`src/rtl/bist_pkg.sv`:
```
// Shared encodings and defaults for the BIST pattern generator.
// Also holds the per-family pattern-set length helper.
package bist_pkg;

  typedef enum logic [1:0] {
    MODE_EXH   = 2'd0,
    MODE_LFSR  = 2'd1,
    MODE_WALK1 = 2'd2,
    MODE_WALK0 = 2'd3
  } mode_t;

  typedef enum logic [1:0] {
    IDLE = 2'd0,
    RUN  = 2'd1,
    DONE = 2'd2
  } state_t;

  // Maximal-length Galois masks: x^8+x^6+x^5+x^4+1 and x^16+x^14+x^13+x^11+1
  localparam logic [7:0]  TAPS_W8  = 8'hB8;
  localparam logic [7:0]  SEED_W8  = 8'h01;
  localparam logic [15:0] TAPS_W16 = 16'hB400;
  localparam logic [15:0] SEED_W16 = 16'h0001;

  // Number of patterns in one set; sized for the widest legal bus (16).
  function automatic logic [16:0] mode_len(input mode_t m, input int unsigned width);
    logic [16:0] len;
    case (m)
      MODE_EXH:  len = 17'd1 << width;
      MODE_LFSR: len = (17'd1 << width) - 17'd1;
      default:   len = 17'(width);
    endcase
    return len;
  endfunction

endpackage

```
`src/rtl/bist_lfsr_next.sv`:
```
// Combinational Galois LFSR step: next = (s >> 1) ^ (s[0] ? TAPS : 0).
// One generate slice per bit so the feedback XORs are explicit.
module bist_lfsr_next #(
  parameter int               WIDTH = 8,
  parameter logic [WIDTH-1:0] TAPS  = WIDTH'(8'hB8)
) (
  input  logic [WIDTH-1:0] cur_state,
  output logic [WIDTH-1:0] next_state
);

  for (genvar gi = 0; gi < WIDTH; gi++) begin : g_bit
    if (gi == WIDTH - 1) begin : g_msb
      assign next_state[gi] = cur_state[0] & TAPS[gi];
    end else begin : g_low
      assign next_state[gi] = cur_state[gi+1] ^ (cur_state[0] & TAPS[gi]);
    end
  end

endmodule

```
`src/rtl/bist_pattern_gen.sv`:
```
// BIST stimulus source: streams one complete pattern set (exhaustive, LFSR,
// walking-one or walking-zero) over valid/ready, tagging each with its ordinal.
module bist_pattern_gen
  import bist_pkg::*;
#(
  parameter int               WIDTH     = 8,
  parameter logic [WIDTH-1:0] LFSR_TAPS = WIDTH'(TAPS_W8),
  parameter logic [WIDTH-1:0] LFSR_SEED = WIDTH'(SEED_W8)
) (
  input  logic             clk,
  input  logic             rst,
  input  logic             start,
  input  logic [1:0]       mode,
  input  logic             pat_ready,
  output logic             pat_valid,
  output logic [WIDTH-1:0] pat_data,
  output logic [WIDTH:0]   pat_index,
  output logic             busy,
  output logic             done
);

  // An all-zero seed would lock the LFSR, so it is promoted to 1.
  localparam logic [WIDTH-1:0] SEED_EFF = (LFSR_SEED == '0) ? WIDTH'(1) : LFSR_SEED;

  state_t           state_reg, state_next;
  mode_t            mode_reg, mode_next;
  logic [WIDTH-1:0] pat_reg, pat_next;
  logic [WIDTH:0]   index_reg, index_next;

  logic [WIDTH-1:0] lfsr_step;
  logic [WIDTH-1:0] first_pat;
  logic [WIDTH-1:0] step_pat;
  logic [WIDTH:0]   last_index;
  logic             start_accept;
  logic             xfer;
  logic             final_xfer;

  bist_lfsr_next #(
    .WIDTH (WIDTH),
    .TAPS  (LFSR_TAPS)
  ) u_lfsr (
    .cur_state  (pat_reg),
    .next_state (lfsr_step)
  );

  assign start_accept = start && (state_reg == IDLE || state_reg == DONE);
  assign xfer         = (state_reg == RUN) && pat_ready;
  assign last_index   = (WIDTH+1)'(mode_len(mode_reg, WIDTH) - 17'd1);
  assign final_xfer   = xfer && (index_reg == last_index);

  // First pattern depends on the mode being requested, not the latched one.
  always_comb begin
    first_pat = '0;
    case (mode_t'(mode))
      MODE_EXH:   first_pat = '0;
      MODE_LFSR:  first_pat = SEED_EFF;
      MODE_WALK1: first_pat = WIDTH'(1);
      MODE_WALK0: first_pat = ~WIDTH'(1);
      default:    first_pat = '0;
    endcase
  end

  always_comb begin
    step_pat = pat_reg;
    case (mode_reg)
      MODE_EXH:   step_pat = pat_reg + WIDTH'(1);
      MODE_LFSR:  step_pat = lfsr_step;
      MODE_WALK1: step_pat = {pat_reg[WIDTH-2:0], 1'b0};
      MODE_WALK0: step_pat = {pat_reg[WIDTH-2:0], 1'b1};
      default:    step_pat = pat_reg;
    endcase
  end

  // FSM: state register
  always_ff @(posedge clk or posedge rst) begin
    if (rst) begin
      state_reg <= IDLE;
    end else begin
      state_reg <= state_next;
    end
  end

  // FSM: next-state logic; start is only honoured outside RUN
  always_comb begin
    state_next = state_reg;
    case (state_reg)
      IDLE:    if (start) state_next = RUN;
      DONE:    if (start) state_next = RUN;
      RUN:     if (final_xfer) state_next = DONE;
      default: state_next = IDLE;
    endcase
  end

  // FSM: outputs
  always_comb begin
    pat_valid = 1'b0;
    busy      = 1'b0;
    done      = 1'b0;
    case (state_reg)
      RUN: begin
        pat_valid = 1'b1;
        busy      = 1'b1;
      end
      DONE:    done = 1'b1;
      default: ;
    endcase
  end

  // Pattern/index only move on a non-final transfer so DONE keeps the last one.
  always_comb begin
    mode_next  = mode_reg;
    pat_next   = pat_reg;
    index_next = index_reg;
    if (start_accept) begin
      mode_next  = mode_t'(mode);
      pat_next   = first_pat;
      index_next = '0;
    end else if (xfer && !final_xfer) begin
      pat_next   = step_pat;
      index_next = index_reg + (WIDTH+1)'(1);
    end
  end

  always_ff @(posedge clk or posedge rst) begin
    if (rst) begin
      mode_reg  <= MODE_EXH;
      pat_reg   <= '0;
      index_reg <= '0;
    end else begin
      mode_reg  <= mode_next;
      pat_reg   <= pat_next;
      index_reg <= index_next;
    end
  end

  assign pat_data  = pat_reg;
  assign pat_index = index_reg;

endmodule

```
`config.mk`:
```
export PLATFORM = sky130hd
export DESIGN_NAME = bist_pattern_gen
export DESIGN_NICKNAME = d
export VERILOG_FILES = /design/src/rtl/bist_pkg.sv /design/src/rtl/bist_lfsr_next.sv /design/src/rtl/bist_pattern_gen.sv
export SDC_FILE = /design/constraint.sdc
export NUM_CORES = 1
export LEC_CHECK = 0
export ABC_AREA = 1
export BUFFER_PORTS_ARGS = -buffer_cell sky130_fd_sc_hd__buf_2
export CAP_MARGIN = 15
export CORE_ASPECT_RATIO = 1.1
export CORE_MARGIN = 2
export CORE_UTILIZATION = 56
export CTS_CLUSTER_DIAMETER = 60
export DETAILED_ROUTE_END_ITERATION = 12
export PLACE_DENSITY = 0.79
export RECOVER_POWER = 25
export SLEW_MARGIN = 20
export SYNTH_ARGS = -nofsm -noshare
export SYNTH_HDL_FRONTEND = slang
export SYNTH_SLANG_ARGS = --single-unit
```
`constraint.sdc`:
```
create_clock -name clk -period 2.1 [get_ports clk]
set_clock_uncertainty 0.15 [all_clocks]
set_input_delay 0.105 -clock clk [delete_from_list [all_inputs] [get_ports clk]]
set_output_delay 0.105 -clock clk [all_outputs]
set_load 0.01 [all_outputs]
```
==> results.md <==
- Status: completed
- Min Hold Slack: ~0.34 ns
- # resized after CTS: 0
- CTS Hold Buffers Added: 5
- Initial antenna violation count: 0
- Die Area: 0.003249 mm²
- Share of layout cells above drive strength 1: a little under an eighth
- Global-route wire length before repair: 5775 µm
- Sink Count: 21
- ANT nets after route: 0
- Post-route cell area: 0.001748 mm²
- Average size of a mapped cell: just under 7 µm²
- RSZ-0062 raised after global routing: no
- Leak Pwr: about 0.95 nW
- Hold Crit Class: input pin to asynchronous set/reset pin
- Flops & latches, synth: 21
- Maximum net fanout on the critical path: 18
- Top cell type's share of synthesized area: about 33%
- Routed WL: 3552 µm
- Area of the multi-input gates: a little under 900 µm²
- Post-synth top area cell: dfrtp_1
- Sum Neg Setup Slack: 0 ns
- Worst slew pin tran: 0.8084 ns
- Ant diodes: 0
- Worst Path Required: about 2.2 ns
- TritonCTS clock tree: done
- R2R Setup Slk: 0.23 ns
- Max_slew headroom: 46.05%
- Root Driver: clkbuf_4
- Gpl congestion: approximately 0.93
- Layout Cells excl Fill: between 200 and 300
- P&R area growth vs syn: 11.14%
- Reg area: 525.5 µm²
- Routed len/inst: around 12 µm
- Pwr Density: approximately 1200 mW/mm²
- Largest net degree at the start of global routing: 22
- Gr usage total: roughly a quarter
- Ys Warns: 0
- Seq/Total Area, Yosys: ~33%
- Critical path startpoint category: flop
- Die Span Y: between 50 and 60 µm
- Final period util: approximately 90%
- Drt initial violations: between 50 and 60
- Vias in the first global route: 1289
- Row cnt: 20
- Final hold vios: 0
- Most frequent cells in the layout: nand2_1 (81), nand3_1 (32), inv_1 (28), dfrtp_1 (21), nor2_1 (16)
- Max Slew Vio Count: 0
- Synth unique cells: 29
- Latest clock arrival within the worst-skew pair: 0.31 ns
- Critical path class: flop to flop
- # fillers: roughly 250
- DRC: 0
- Port Buffer Count: 25
- Max FFs per register: 9
- Core area: ~0.0027 mm²
- Max_cap viols: 0
- Postcts setup bufs: 0
- Commonest non-fill, non-tap cell in the layout: nand2_1
- Net Count, Synth: 243
- Achievable Freq: about 530 MHz
- Element type at the critical path end: flop
- VDD IR-drop max: 0.9490 mV
- CTS Buf Count: 3
- DRT Pass-1 Iters: 4
- Clock buffer depth: 2
- Synth top area cells: dfrtp_1 (33%), nand2_1 (19%), nand3_1 (10%), inv_1 (6.7%), xor2_1 (3.9%)
- # placed instances: 284
- GR Overflow Total: 0
- Post-synthesis cell count: approximately 230
- Detailed-route vias per instance: ~5.3
- H-tree Lvls: 1
- IO Count: 26
- Reg clk slew, reported paths: between 0.1 and 0.15 ns
- Finish-stage setup viols: 0
- Mapped Area: 0.001573 mm²
- Initial core utilization: between 50% and 60%
- Placed Area: ~0.0017 mm²
- Final net count: between 200 and 300
- Data arrival, critical path: around 1.9 ns
- Period minus WS final: about 1.9 ns
- Via count: ~1600
- Die width: roughly 55 µm
- Detailed Place HPWL: 2599 µm
==> per-stage QoR <==
| step | total power, mW | setup WS [ns] | utilization, % |
|---|---|---|---|
| floorplan | 1.696 | 0.4757 | - |
| global placement | 1.998 | 0.3071 | 61.88 |
| detailed placement | 2.004 | 0.2488 | 61.88 |
| CTS | 2.215 | 0.2357 | 64.72 |
| global route | 2.407 | 0.06451 | 64.08 |
| finish | 2.183 | 0.2259 | 64.08 |
==> final timing paths <==
| kind | depth (start not counted) | endpoint | startpoint |
|---|---|---|---|
| max | 9 | pat_index[5]$_DFFE_PP0P_ | mode_reg[1]$_DFFE_PP0P_ |
| min | 3 | pat_index[3]$_DFFE_PP0P_ | rst |
| max reg2reg | 9 | pat_index[5]$_DFFE_PP0P_ | mode_reg[1]$_DFFE_PP0P_ |
| min reg2reg | 2 | pat_data[7]$_DFFE_PP0P_ | pat_data[7]$_DFFE_PP0P_ |
| max in group asynchronous | 3 | pat_data[2]$_DFFE_PP0P_ | rst |
| min in group clk | 4 | mode_reg[0]$_DFFE_PP0P_ | mode[0] |
==> synthesized netlist by cell type <==
cell	number
nand2_2	2
nand3_4	1
nor3_1	1
o22ai_1	2
inv_2	2
xor2_1	7
a21oi_1	3
dfrtp_1	21
nand3_1	32
o211ai_1	1
o221ai_1	1
and3_1	1
a21boi_0	1
buf_6	3
nand2_1	81
nand4_1	6
inv_1	28
nand2_4	3
nor2_4	1
a21oi_4	1
or2_2	1
buf_2	2
nor2_1	16
o21ai_0	8
ha_1	3
buf_4	1
o21a_1	1
clkbuf_1	3
buf_1	1
==> metal layers <==
layer | share of wire, % | track usage, % | vias up
li1 | - | - | 793
met1 | 43 | 30.65 | 705
met2 | 50 | 42.17 | 46
met3 | 4.3 | 3.535 | 8
met4 | 2.4 | 11.79 | 0
met5 | 0 | 0 | -
==> layout make-up <==
type                       instances  area share (%)
clock buffer                       3           1.288
tap                               33           2.362
timing repair buffer              32           9.878
sequential                        21           30.06
inverter                          30           6.442
clock inverter                     1          0.2863
multi-input combinational        173           49.68
==> critical path: stages, from the launching register on <==
cell     delay [ns]
dfrtp_1        0.55
inv_2          0.14
nand2_4        0.11
nand2_2        0.07
a21oi_4        0.17
nand3_4        0.13
nand2_4        0.20
nand2_4        0.13
nand2_1        0.08
nand2_1        0.05
==> cells by family (layout without fill, tap and decap cells) <==
| group | count (synthesis) | after routing | synth area share [%] |
|---|---|---|---|
| AOI/OAI and AO/OA | 18 | 18 | 7.320 |
| buffers and inverters | 40 | 66 | 11.38 |
| and+or+nand+nor | 145 | 145 | 41.61 |
| adders and majority gates | 3 | 3 | 2.387 |
| DFF | 21 | 21 | 33.41 |
| xor gates and xnor gates | 7 | 7 | 3.898 |
==> power by group <==
| group | switching [mW] | total, mW | internal [mW] |
|---|---|---|---|
| sequential | 0.266 | 0.819 | 0.553 |
| combinational | 0.731 | 1.16 | 0.432 |
| clock | 0.130 | 0.201 | 0.0711 |
| total | 1.13 | 2.18 | 1.06 |
No activity file was read; power rests on OpenSTA's default activity.
